===== config.mk =====
export PLATFORM = sky130hd
export DESIGN_NAME = beat_scheduler
export DESIGN_NICKNAME = d
export VERILOG_FILES = /design/src/rtl/beat_sched_pkg.sv /design/src/rtl/note_skid_buf.sv /design/src/rtl/beat_scheduler.sv
export SDC_FILE = /design/constraint.sdc
export NUM_CORES = 1
export LEC_CHECK = 0
export BUFFER_PORTS_ARGS = -buffer_cell sky130_fd_sc_hd__buf_2
export CORE_MARGIN = 4
export CORE_UTILIZATION = 55
export CTS_CLUSTER_SIZE = 25
export DETAILED_ROUTE_END_ITERATION = 10
export PLACE_DENSITY = 0.79
export SKIP_LAST_GASP = 1
export SLEW_MARGIN = 30
export SYNTH_ARGS = -nofsm -noshare
export SYNTH_HDL_FRONTEND = slang
export SYNTH_HIERARCHICAL = 1
export SYNTH_SLANG_ARGS = --single-unit

===== constraint.sdc =====
create_clock -name clk -period 2.4 [get_ports clk]
set_input_delay 0.24 -clock clk [delete_from_list [all_inputs] [get_ports clk]]
set_output_delay 0.24 -clock clk [all_outputs]
set_load 0.01 [all_outputs]

===== src/rtl/beat_sched_pkg.sv =====
// Shared types and defaults for the beat-driven note scheduler.
package beat_sched_pkg;

    // Scheduler states; encoding is visible on the debug port.
    typedef enum logic [1:0] {
        ST_IDLE  = 2'd0,
        ST_ARMED = 2'd1,
        ST_PLAY  = 2'd2,
        ST_GAP   = 2'd3
    } sched_state_t;

    localparam int DEF_NOTE_W = 6;
    localparam int DEF_DUR_W  = 6;

    // One queued request at the default widths: {note, duration}.
    typedef struct packed {
        logic [DEF_NOTE_W-1:0] note;
        logic [DEF_DUR_W-1:0]  duration;
    } sched_entry_t;

    // Width of the gap counter; at least one bit even when gaps are disabled.
    function automatic int gap_cnt_width(input int gap_beats);
        return (gap_beats < 2) ? 1 : $clog2(gap_beats + 1);
    endfunction

endpackage


===== src/rtl/note_skid_buf.sv =====
// One-entry holding register between the song reader and the scheduler.
// Valid/ready contract: a transfer happens on a clock edge where the
// producer's valid and our ready (= !full) are both high; the producer
// holds its data stable until that edge. The caller only pushes when
// empty and only pops when full, so both never happen in one cycle.
module note_skid_buf #(
    parameter int W = 12
) (
    input  logic         clk,
    input  logic         reset,
    input  logic         push,
    input  logic [W-1:0] din,
    input  logic         pop,
    output logic         full,
    output logic [W-1:0] dout
);

    // Load on push, release on pop; cleared asynchronously on reset.
    always_ff @(posedge clk or negedge reset) begin
        if (!reset) begin
            full <= 1'b0;
            dout <= '0;
        end else if (push) begin
            full <= 1'b1;
            dout <= din;
        end else if (pop) begin
            full <= 1'b0;
        end
    end

endmodule


===== src/rtl/beat_scheduler.sv =====
// Plays (note, duration) requests against the 1/32 s beat tick. Each note
// sounds for exactly `duration` beat periods, optionally followed by a
// silent gap; a one-entry look-ahead buffer makes back-to-back notes
// gapless. play=0 freezes all timing without stopping the input handshake.
module beat_scheduler
    import beat_sched_pkg::*;
#(
    parameter int NOTE_W    = DEF_NOTE_W,
    parameter int DUR_W     = DEF_DUR_W,
    parameter int GAP_BEATS = 0
) (
    input  logic              clk,
    input  logic              reset,
    input  logic              beat,
    input  logic              play,
    input  logic              in_valid,
    output logic              in_ready,
    input  logic [NOTE_W-1:0] in_note,
    input  logic [DUR_W-1:0]  in_duration,
    output logic [NOTE_W-1:0] note_out,
    output logic              note_valid,
    output logic              note_done,
    output logic              busy,
    output sched_state_t      state_dbg
);

    localparam int GW = gap_cnt_width(GAP_BEATS);
    localparam logic [GW-1:0] GAP_LOAD = GW'(GAP_BEATS);

    typedef struct packed {
        logic [NOTE_W-1:0] note;
        logic [DUR_W-1:0]  duration;
    } entry_t;

    sched_state_t      state;
    logic [DUR_W-1:0]  rem;
    logic [GW-1:0]     gap_cnt;
    logic              buf_full;
    entry_t            buf_q;
    logic              push;
    logic              pop;
    logic              qbeat;
    logic              next_ok;

    // in_ready is held low during reset even though the buffer reads empty.
    assign in_ready  = reset & ~buf_full;
    assign push      = in_valid & in_ready;
    assign qbeat     = beat & play;
    assign next_ok   = buf_full && (buf_q.duration != '0);
    assign busy      = (state != ST_IDLE) || buf_full;
    assign state_dbg = state;

    note_skid_buf #(
        .W(NOTE_W + DUR_W)
    ) u_buf (
        .clk   (clk),
        .reset (reset),
        .push  (push),
        .din   ({in_note, in_duration}),
        .pop   (pop),
        .full  (buf_full),
        .dout  (buf_q)
    );

    // Buffer is drained by IDLE, or at a counted end-of-note/end-of-gap beat
    // when the waiting entry can start immediately.
    always_comb begin
        pop = 1'b0;
        case (state)
            ST_IDLE:  pop = buf_full;
            ST_PLAY:  pop = qbeat && (rem == DUR_W'(1)) && (GAP_BEATS == 0) && next_ok;
            ST_GAP:   pop = qbeat && (gap_cnt == GW'(1)) && next_ok;
            default:  pop = 1'b0;
        endcase
    end

    // Scheduler FSM with registered tone-generator outputs and beat counters.
    always_ff @(posedge clk or negedge reset) begin
        if (!reset) begin
            state      <= ST_IDLE;
            rem        <= '0;
            gap_cnt    <= '0;
            note_out   <= '0;
            note_valid <= 1'b0;
            note_done  <= 1'b0;
        end else begin
            note_done <= 1'b0;
            case (state)
                ST_IDLE: begin
                    note_valid <= 1'b0;
                    note_out   <= '0;
                    if (buf_full) begin
                        // Zero-length entries retire here without sounding.
                        if (buf_q.duration == '0) begin
                            note_done <= 1'b1;
                        end else begin
                            state    <= ST_ARMED;
                            note_out <= buf_q.note;
                            rem      <= buf_q.duration;
                        end
                    end
                end
                ST_ARMED: begin
                    // The note's first beat period starts on the next counted beat.
                    note_valid <= 1'b0;
                    if (qbeat) begin
                        state      <= ST_PLAY;
                        note_valid <= 1'b1;
                    end
                end
                ST_PLAY: begin
                    note_valid <= play;
                    if (qbeat) begin
                        if (rem == DUR_W'(1)) begin
                            note_done <= 1'b1;
                            if (GAP_BEATS != 0) begin
                                state      <= ST_GAP;
                                gap_cnt    <= GAP_LOAD;
                                note_valid <= 1'b0;
                            end else if (next_ok) begin
                                // Legato hand-over: note_valid stays high.
                                note_out <= buf_q.note;
                                rem      <= buf_q.duration;
                            end else begin
                                state      <= ST_IDLE;
                                note_out   <= '0;
                                note_valid <= 1'b0;
                            end
                        end else begin
                            rem <= rem - DUR_W'(1);
                        end
                    end
                end
                ST_GAP: begin
                    // note_out keeps the finished note during the rest.
                    note_valid <= 1'b0;
                    if (qbeat) begin
                        if (gap_cnt == GW'(1)) begin
                            if (next_ok) begin
                                state      <= ST_PLAY;
                                note_out   <= buf_q.note;
                                rem        <= buf_q.duration;
                                note_valid <= 1'b1;
                            end else begin
                                state    <= ST_IDLE;
                                note_out <= '0;
                            end
                        end else begin
                            gap_cnt <= gap_cnt - GW'(1);
                        end
                    end
                end
                default: state <= ST_IDLE;
            endcase
        end
    end

endmodule


==> results.sh, run 1 <==
export IMPL_synthCells=162
export IMPL_hold_start="in_note[4]"
export IMPL_clock_sinks=30
export IMPL_synth_edff_count=0
export IMPL_worst_pin_slew_ns=0.812
export IMPL_min_period_over_period_pct=83.3
export IMPL_slew_headroom_pct=45.6
export IMPL_critPathMaxStageDelay_ns=0.63
export IMPL_cts_resized=0
export IMPL_drv_slew=0
export IMPL_syn_area_um2=1650
export IMPL_numCtsBuffers=5
export IMPL_syn2layout_area_growth_pct=11.2
export IMPL_routed_wl_um=3570
export IMPL_dpl_hpwl_um=2610
export IMPL_crit_arrival_ns=2.22
export IMPL_p_total_mw=2.39
export IMPL_drt_initial_drc_count=102
export IMPL_antenna_cells=0
export IMPL_die_w_um=62.8
export IMPL_cts_tree="built"
export IMPL_clock_latency_ns=0.33
export IMPL_max_freq_ghz=0.500
export IMPL_routabilityCongestion=0.856
export IMPL_syn_avg_cell_area_um2=10.2
export IMPL_path_class="reg2reg"
export IMPL_drc_errors=0
export IMPL_synthTopCellsByCount="dfrtp_1 (30), inv_1 (12), nand2_1 (12), o21ai_0 (12), a21oi_1 (11)"
export IMPL_clock_skew_ns=0.00853
export IMPL_io_pins=29
export IMPL_crit_chain="inv_1 -> a31oi_1 -> o2bb2ai_1 -> o31ai_1 -> a22o_1"
export IMPL_rsz0062_at_grt="no"
export IMPL_cellPowerDensity_nw_per_um2=1300
export IMPL_ys_seq_area_share_pct=45.5
export IMPL_final_hold_violation_count=0
export IMPL_initial_core_util_pct=58.8
export IMPL_tns_ns=0
export IMPL_vias_per_cell=6.11
export IMPL_grt_max_degree=31
export IMPL_wire_per_inst_um=16.0
export IMPL_antenna_found_initial=0
export IMPL_cpLargestDelayFamily="compound AO/OA/AOI/OAI gates"
export IMPL_io_buffer_count=28
export IMPL_r2r_end="rem[3]$_DFFE_PN0P_"
export IMPL_min_period_ns=2.00
export IMPL_async_flop_share_pct=100
export IMPL_fin_hold_ws_ns=0.137
export IMPL_cts_root_buf="clkbuf_4"
export IMPL_track_usage_pct=20.4
export IMPL_vdd_ir_drop_max_v=0.000650
export IMPL_worstReg2RegStart="u_buf/full$_DFFE_PN0P_"
export IMPL_core_um2=2810
export IMPL_ys_warn_count=6
export IMPL_drtAntennaViolNets=0
export IMPL_reg2reg_slack_ns=0.40
export IMPL_die_area_um2=3940
export IMPL_yosysUniqueCellTypes=39
export IMPL_die_h_um=62.8
export IMPL_post_cts_buffers=0
export IMPL_outcome="complete, no violations"
export IMPL_hp_class="in2reg"
export IMPL_maxCapViolCount=0
export IMPL_synth_area_leaders="dfrtp_1 (46%), mux2_4 (8.2%), o21ai_0 (3.6%)"
export IMPL_grt_pass1_wl_um=6330
export IMPL_core_rowCount=19
export IMPL_synth_fp_nets=181
export IMPL_holdPathStages=2
export IMPL_yosysMostFrequentCell="dfrtp_1"
export IMPL_synth_main_ff_cell="dfrtp_1"
export IMPL_nets=212
export IMPL_r2r_cells=5
export IMPL_synth_seq_cells=30
export IMPL_synth_top_area_cell="dfrtp_1"
export IMPL_start_kind="flop"
export IMPL_first_global_vias=1303
export IMPL_slowest_stage="a31oi_1"
export IMPL_drive_above_1_share_pct=31.1
export IMPL_n_fill_cell=243
export IMPL_crit_buf_inv=1
export IMPL_finalSetupViolations=0
export IMPL_worstHoldEndpoint="u_buf/dout[10]$_DFFE_PN0P_"
export IMPL_first_pass_iters=6
export IMPL_cp_max_fo=9
export IMPL_globalRouteOverflowTotal=0
export IMPL_clockBufferDepth=2
export IMPL_clk_pin_slew_ns=0.09
export IMPL_p_leak_nw=0.865
export IMPL_vias=1368
export IMPL_cts_htree_levels=2
export IMPL_required_ns=2.62
export IMPL_synth_top_cell_area_share_pct=45.5
export IMPL_end_kind="flop"
==> layout by cell type (no fill, tap or decap), drive strengths merged <==
cell and instances:
nand2 12, a211oi 1, inv 12, mux2i 1
dlygate4sd3 1, dfrtp 30, nand3b 2, and2 3
clkinv 2, nand2b 1, o32ai 1, o31ai 3
a22oi 1, o22ai 2, nor4 1, a31oi 3
a21oi 11, nand3 10, o2bb2ai 1, mux2 13
nand4 2, and3 3, nor2b 2, a21o 3
ha 2, a2bb2oi 1, o21a 1, clkbuf 5
buf 31, or4 1, a31o 2, o21ai 13
nor3 5, nor2 7, a22o 3, or2 1
==> area by class of cell <==
class	count	area [µm²]	area share (%)
flip-flops and latches	30	751	41.0
clock buffers	5	37.5	2.05
inverters	12	45.0	2.46
repair buffers	32	173	9.42
clock inverters	2	10.0	0.546
multi-input cells	112	778	42.5
well taps	31	38.8	2.12
==> layer usage <==
metal,wire (µm),track usage [%],up-vias
li1,-,-,643
met1,1560,27.7,658
met2,1740,32.0,61
met3,237,5.40,6
met4,41,5.79,0
met5,0,0,-
==> worst max-delay path by stage <==
| stage | depth (start not counted) | start | end |
|---|---|---|---|
| after floorplan | 8 | rem[2]$_DFFE_PN0P_ | u_buf/full$_DFFE_PN0P_ |
| after global placement | 5 | rem[2]$_DFFE_PN0P_ | note_out[4]$_DFFE_PN0P_ |
| after detailed placement | 4 | rem[2]$_DFFE_PN0P_ | note_out[2]$_DFFE_PN0P_ |
| after CTS | 5 | rem[2]$_DFFE_PN0P_ | note_out[1]$_DFFE_PN0P_ |
| after global routing | 5 | u_buf/full$_DFFE_PN0P_ | rem[2]$_DFFE_PN0P_ |
| final | 5 | u_buf/full$_DFFE_PN0P_ | rem[3]$_DFFE_PN0P_ |
==> power by group <==
| part | internal (mW) | leakage (nW) | switching (mW) |
|---|---|---|---|
| Sequential | 0.729 | 0.370 | 0.249 |
| Clock | 0.105 | 0.0308 | 0.167 |
| Combinational | 0.540 | 0.464 | 0.599 |
| Total | 1.37 | 0.865 | 1.02 |
==> sequential cells by signal, summed over array words and instances, names as in the netlist <==
register,cells
u_buf/full,1
note_valid,1
gap_cnt,1
state_dbg,2
u_buf/dout,12
note_out,6
note_done,1
rem,6
==> timing repair <==
action	4_1_cts	5_1_grt
setup endpoints to repair	0	0
hold buffers	1	0
endpoints found under the hold margin	30	0
==> kinds of logic after synthesis <==
| logic type | count (synthesis) | synth area share [%] |
|---|---|---|
| DFF | 30 | 45.5 |
| AOI/OAI and AO/OA | 46 | 18.0 |
| muxes | 14 | 11.5 |
| adders and majority gates | 2 | 1.52 |
| and+or+nand+nor | 50 | 16.2 |
| buffers and inverters | 20 | 7.28 |
==> metrics by stage <==
step	std cells	utilization, %	setup slack, ns	instance area (µm²)
CTS	224	65.3	0.223	1830
detailed placement	216	63.3	0.237	1780
floorplan	162	-	0.735	1650
finish	224	65.3	0.402	1830
global placement	216	63.3	0.368	1780
global route	224	65.3	0.235	1830
(Power assumes the default switching activity.)
==> run 2, diff against run 1 <==
--- a/config.mk
+++ b/config.mk
@@ -7,10 +7,10 @@
 export LEC_CHECK = 0
 export BUFFER_PORTS_ARGS = -buffer_cell sky130_fd_sc_hd__buf_2
 export CORE_MARGIN = 4
-export CORE_UTILIZATION = 55
+export CORE_UTILIZATION = 50
 export CTS_CLUSTER_SIZE = 25
 export DETAILED_ROUTE_END_ITERATION = 10
-export PLACE_DENSITY = 0.79
+export PLACE_DENSITY = 0.75
 export SKIP_LAST_GASP = 1
 export SLEW_MARGIN = 30
 export SYNTH_ARGS = -nofsm -noshare
==> constraint.sdc (replaced) <==
create_clock -name clk -period 1.79 [get_ports clk]
set_input_delay 0.179 -clock clk [delete_from_list [all_inputs] [get_ports clk]]
set_output_delay 0.179 -clock clk [all_outputs]
set_load 0.01 [all_outputs]
==> results.sh, run 2 (synthesized netlist as in run 1, its figures left out) <==
export IMPL_routed_wl_um=3740
export IMPL_min_period_ns=1.70
export IMPL_post_dp_cell_area_um2=1900
export IMPL_min_period_over_period_pct=95.0
export IMPL_die_area_um2=4280
export IMPL_dpl_hpwl_um=2750
export IMPL_finalSetupViolations=0
export IMPL_slew_headroom_pct=74.7
export IMPL_die_h_um=65.4
export IMPL_core_rowCount=20
export IMPL_cts_tree="built"
export IMPL_critPathMaxStageDelay_ns=0.50
export IMPL_outcome="complete, no violations"
export IMPL_crit_buf_inv=1
export IMPL_p_total_mw=3.58
export IMPL_drv_slew=0
export IMPL_cts_htree_levels=2
export IMPL_track_usage_pct=19.4
export IMPL_p_leak_nw=0.945
export IMPL_nets=225
export IMPL_end_kind="flop"
export IMPL_drc_errors=0
export IMPL_crit_arrival_ns=1.94
export IMPL_max_freq_ghz=0.588
export IMPL_required_ns=2.03
export IMPL_first_global_vias=1385
export IMPL_crit_chain="nand2b_1 -> buf_4 -> a21oi_1 -> a21o_2 -> a31o_2 -> a211oi_1"
export IMPL_mostFrequentLayoutCell="dfrtp_1"
export IMPL_start_kind="flop"
export IMPL_largest_register_ffs=12
export IMPL_final_cell_mix="dfrtp_1 (29), buf_2 (28), buf_4 (15)"
export IMPL_clockBufferDepth=2
export IMPL_slowest_stage="dfrtp_1"
export IMPL_clock_skew_ns=0.0118
export IMPL_maxUsedRoutingLayer="met4"
export IMPL_initial_core_util_pct=53.1
export IMPL_fin_area_um2=2000
export IMPL_grt_pass1_wl_um=6370
export IMPL_tns_ns=0
export IMPL_utilization_pct=64.6
export IMPL_final_hold_violation_count=0
export IMPL_cpLargestDelayFamily="compound AO/OA/AOI/OAI gates"
export IMPL_antenna_found_initial=0
export IMPL_clock_latency_ns=0.34
export IMPL_die_w_um=65.4
export IMPL_drtAntennaViolNets=0
export IMPL_top_register="u_buf/dout"
export IMPL_hp_class="in2reg"
export IMPL_routabilityCongestion=0.921
export IMPL_maxCapViolCount=0
export IMPL_met3_wirelength_um=237
export IMPL_io_buffer_count=28
export IMPL_drive_above_1_share_pct=37.7
export IMPL_cellPowerDensity_nw_per_um2=1780
export IMPL_cp_max_fo=11
export IMPL_syn2layout_area_growth_pct=21.5
export IMPL_io_pins=29
export IMPL_vias_per_cell=5.55
export IMPL_numCtsBuffers=5
export IMPL_clk_pin_slew_ns=0.10
export IMPL_vdd_ir_drop_max_v=0.000856
export IMPL_reg_largest_list="u_buf/dout x12, note_out x6, rem x6"
export IMPL_wl_met2_um=1780
export IMPL_antenna_cells=0
export IMPL_path_class="reg2reg"
export IMPL_drt_initial_drc_count=85
export IMPL_core_um2=3100
export IMPL_wl_met1_um=1670
export IMPL_worst_pin_slew_ns=0.380
export IMPL_grt_max_degree=31
export IMPL_clock_sinks=30
export IMPL_rsz0062_at_grt="yes"
export IMPL_globalRouteOverflowTotal=0
export IMPL_first_pass_iters=4
export IMPL_cts_root_buf="clkbuf_4"
export IMPL_vias=1394
export IMPL_wire_per_inst_um=14.9
==> run 2: cell count changes in the layout (fill, tap and decap cells not counted), sizes merged <==
cell    delta
clkbuf     +3
clkinv     -2
buf       +13
==> run 2: final cells by class <==
class,instances,area [µm²]
fill,261,1100
multi-input combinational,112,790
sequential,30,752
timing repair buffer,45,283
clock buffer,8,78.8
tap,44,55.1
inverter,12,45.0
==> run 2: stage by stage <==
stage | instances | hold WS [ns] | setup WS (ns)
after CTS | 251 | 0.0613 | 0.0155
after global placement | 242 | 0.232 | 0.109
after detailed placement | 242 | 0.232 | 0.0383
after global routing | 251 | 0.0531 | -0.0405
final | 251 | 0.0636 | 0.0892
after floorplan | 162 | -0.117 | 0.125
==> run 2: layer usage <==
layer	up-vias	GRT usage, %
met3	5	5.98
li1	672	-
met1	664	24.4
met5	-	0
met2	53	31.4
met4	0	6.99
==> run 2: path summary, 6_finish.rpt <==
path / end / slack, ns / start / cells after the start
worst max register to register: rem[0]$_DFFE_PN0P_ / 0.09 / state_dbg[1]$_DFFE_PN0P_ / 6
max in group asynchronous: rem[2]$_DFFE_PN0P_ / 1.10 / reset / 3
worst min register to register: note_out[0]$_DFFE_PN0P_ / 0.52 / u_buf/dout[6]$_DFFE_PN0P_ / 2
worst max-delay path: rem[0]$_DFFE_PN0P_ / 0.09 / state_dbg[1]$_DFFE_PN0P_ / 6
worst min-delay path: u_buf/dout[2]$_DFFE_PN0P_ / 0.06 / in_duration[2] / 2
min in group asynchronous: rem[4]$_DFFE_PN0P_ / 0.40 / reset / 3
==> run 2: worst register-to-register path: stages (launching register included) <==
cell and delay [ns]:
dfrtp_1 0.50, nand2b_1 0.19, buf_4 0.14, a21oi_1 0.07, a21o_2 0.25, a31o_2 0.24, a211oi_1 0.23
==> run 2: timing repair <==
action / 4_1_cts / 5_1_grt
endpoints found under the hold margin: 30 / 0
resized for setup: 0 / 4
setup endpoints to repair: 0 / 8
setup buffers: 0 / 0
hold buffers: 1 / 0
==> run 2: power breakdown <==
part / total (mW) / switching (mW) / internal, mW
clock: 0.505 / 0.237 / 0.268
combinational: 1.83 / 0.930 / 0.896
sequential: 1.24 / 0.264 / 0.979
==> run 3, diff against run 2 <==
--- a/config.mk
+++ b/config.mk
@@ -5,12 +5,15 @@
 export SDC_FILE = /design/constraint.sdc
 export NUM_CORES = 1
 export LEC_CHECK = 0
+export ABC_AREA = 1
 export BUFFER_PORTS_ARGS = -buffer_cell sky130_fd_sc_hd__buf_2
+export CELL_PAD_IN_SITES_DETAIL_PLACEMENT = 2
+export CELL_PAD_IN_SITES_GLOBAL_PLACEMENT = 2
 export CORE_MARGIN = 4
-export CORE_UTILIZATION = 50
+export CORE_UTILIZATION = 28
 export CTS_CLUSTER_SIZE = 25
 export DETAILED_ROUTE_END_ITERATION = 10
-export PLACE_DENSITY = 0.75
+export PLACE_DENSITY_LB_ADDON = 0.1
 export SKIP_LAST_GASP = 1
 export SLEW_MARGIN = 30
 export SYNTH_ARGS = -nofsm -noshare
==> results.sh, run 3 <==
export IMPL_dpl_hpwl_um=3870
export IMPL_core_rowCount=27
export IMPL_drive_above_1_share_pct=22.1
export IMPL_min_period_over_period_pct=89.5
export IMPL_io_buffer_count=28
export IMPL_vias_per_cell=4.59
export IMPL_crit_arrival_ns=1.42
export IMPL_io_pins=29
export IMPL_die_area_um2=7190
export IMPL_drv_slew=0
export IMPL_synth_main_ff_cell="dfrtp_1"
export IMPL_globalRouteOverflowTotal=0
export IMPL_synth_fp_nets=243
export IMPL_ys_seq_area_share_pct=45.5
export IMPL_clk_pin_slew_ns=0.07
export IMPL_synth_area_leaders="dfrtp_1 (45%), nand2_1 (19%), nand3_1 (7.0%)"
export IMPL_p_leak_nw=1.09
export IMPL_vdd_ir_drop_max_v=0.000448
export IMPL_maxCapViolCount=0
export IMPL_syn_avg_cell_area_um2=7.37
export IMPL_core_um2=5610
export IMPL_grt_max_degree=31
export IMPL_grt_pass1_wl_um=8590
export IMPL_min_period_ns=1.60
export IMPL_cts_root_buf="clkbuf_8"
export IMPL_antenna_cells=0
export IMPL_ys_warn_count=6
export IMPL_clock_latency_ns=0.28
export IMPL_cts_htree_levels=2
export IMPL_synth_edff_count=0
export IMPL_clock_skew_ns=0.00427
export IMPL_slowest_stage="dfrtp_1"
export IMPL_cp_max_fo=7
export IMPL_syn_area_um2=1650
export IMPL_async_flop_share_pct=100
export IMPL_first_pass_iters=3
export IMPL_vias=1533
export IMPL_antenna_found_initial=0
export IMPL_crit_chain="inv_4 -> nand2_2 -> or2_2 -> buf_2"
export IMPL_mostFrequentLayoutCell="nand2_1"
export IMPL_final_cell_mix="nand2_1 (82), dfrtp_1 (30), buf_2 (28), nand3_1 (23), inv_1 (21)"
export IMPL_synth_top_cell_area_share_pct=45.5
export IMPL_drt_initial_drc_count=23
export IMPL_drc_errors=0
export IMPL_clockBufferDepth=2
export IMPL_routed_wl_um=4930
export IMPL_critPathMaxStageDelay_ns=0.48
export IMPL_die_w_um=84.8
export IMPL_routabilityCongestion=0.761
export IMPL_synth_seq_cells=30
export IMPL_largest_register_ffs=12
export IMPL_clock_sinks=30
export IMPL_end_kind="output pin"
export IMPL_yosysUniqueCellTypes=30
export IMPL_track_usage_pct=15.1
export IMPL_max_freq_ghz=0.624
export IMPL_path_class="reg2out"
export IMPL_wire_per_inst_um=14.8
export IMPL_n_fill_cell=700
export IMPL_syn2layout_area_growth_pct=21.7
export IMPL_worst_pin_slew_ns=0.405
export IMPL_numCtsBuffers=5
export IMPL_yosysMostFrequentCell="nand2_1"
export IMPL_cellPowerDensity_nw_per_um2=1850
export IMPL_utilization_pct=35.8
export IMPL_synth_top_area_cell="dfrtp_1"
export IMPL_required_ns=1.61
export IMPL_finalSetupViolations=0
export IMPL_start_kind="flop"
export IMPL_outcome="complete, no violations"
export IMPL_hp_class="in2reg"
export IMPL_synthTopCellsByCount="nand2_1 (82), dfrtp_1 (30), nand3_1 (23), inv_1 (21), nor2_1 (17)"
export IMPL_reg_largest_list="u_buf/dout x12, note_out x6, rem x6"
export IMPL_tns_ns=0
export IMPL_initial_core_util_pct=29.4
export IMPL_final_hold_violation_count=0
export IMPL_top_register="u_buf/dout"
export IMPL_die_h_um=84.8
export IMPL_layout_cells_non_filler=334
export IMPL_slew_headroom_pct=73.0
export IMPL_rsz0062_at_grt="no"
export IMPL_first_global_vias=1776
export IMPL_nets=280
export IMPL_drtAntennaViolNets=0
export IMPL_place_inst=325
export IMPL_cts_tree="built"
export IMPL_synthCells=224
==> run 3: changes by cell type in the layout (fill, tap and decap cells not counted), moves of 4 or more <==
cell / change
nand2_1: +70
nand3_1: +13
buf_4: -10
nor2_1: +10
inv_1: +9
mux2_4: -9
a21oi_1: -7
o21ai_1: +7
clkbuf_4: -5
nor3_1: -5
inv_2: +4
mux2_2: -4
==> run 3: cell families (layout without fill, tap and decap cells) <==
kind of cell / count (synthesis) / in the layout / share of synthesized area (%)
simple gates: 134 / 134 / 35.3
flops: 30 / 30 / 45.5
xor+xnor: 1 / 1 / 0.531
fa+ha+maj: 2 / 2 / 1.52
compound gates: 25 / 25 / 8.64
buf+inv: 32 / 70 / 8.49
==> run 3: power by group <==
group | internal, mW | switching (mW)
Sequential | 0.985 | 0.248
Combinational | 0.623 | 1.18
Clock | 0.416 | 0.260
Total | 2.02 | 1.69
==> run 3: per-layer routing <==
layer	up-vias	part of all wire, %	track usage [%]
met5	-	0	0
met4	0	1.2	4.32
met3	5	2.8	3.24
met2	21	47	25.6
met1	730	49	19.3
li1	777	-	-
==> run 3: repair_timing <==
| action | CTS | global route |
|---|---|---|
| endpoints found under the setup margin | 0 | 2 |
| endpoints found under the hold margin | 22 | 0 |
| resized for setup | 0 | 1 |
| hold buffers | 1 | 0 |
| buffers inserted | 0 | 0 |
==> run 3: stage by stage <==
step / instance area, µm² / hold WS [ns] / total power, mW / setup WS (ns)
2_1_floorplan: 1650 / -0.117 / 2.44 / 0.427
3_3_place_gp: 1890 / 0.298 / 3.03 / 0.197
3_5_place_dp: 1890 / 0.295 / 3.07 / 0.154
4_1_cts: 2000 / 0.0882 / 3.78 / 0.107
5_1_grt: 2010 / 0.0839 / 4.11 / 0.00263
6_report: 2010 / 0.0952 / 3.71 / 0.187
==> run 3: worst paths after layout <==
check	to	slack [ns]	cells after the start	start
worst max-delay path	busy	0.19	4	state_dbg[1]$_DFFE_PN0P_
worst min-delay path	u_buf/dout[3]$_DFFE_PN0P_	0.1	3	in_duration[3]
worst max register to register	state_dbg[1]$_DFFE_PN0P_	0.19	6	u_buf/dout[2]$_DFFE_PN0P_
worst min register to register	u_buf/dout[6]$_DFFE_PN0P_	0.47	2	u_buf/dout[6]$_DFFE_PN0P_
max in group asynchronous	rem[1]$_DFFE_PN0P_	0.99	3	reset
min in group asynchronous	note_valid$_DFF_PN0_	0.50	3	reset
==> run 3: final cells by class <==
class	count	area (µm²)	area share, %
clock buffer	7	76.3	3.80
clock inverter	1	30.0	1.50
inverter	28	114	5.67
multi-input combinational	162	759	37.8
sequential	30	751	37.4
tap	72	90.1	4.49
timing repair buffer	34	188	9.35
==> run 3: worst max-delay path: cells and delay by family (launching register included) <==
| family | cells | cell delay, ns |
|---|---|---|
| buf+inv | 2 | 0.30 |
| flops | 1 | 0.48 |
| simple gates | 2 | 0.36 |
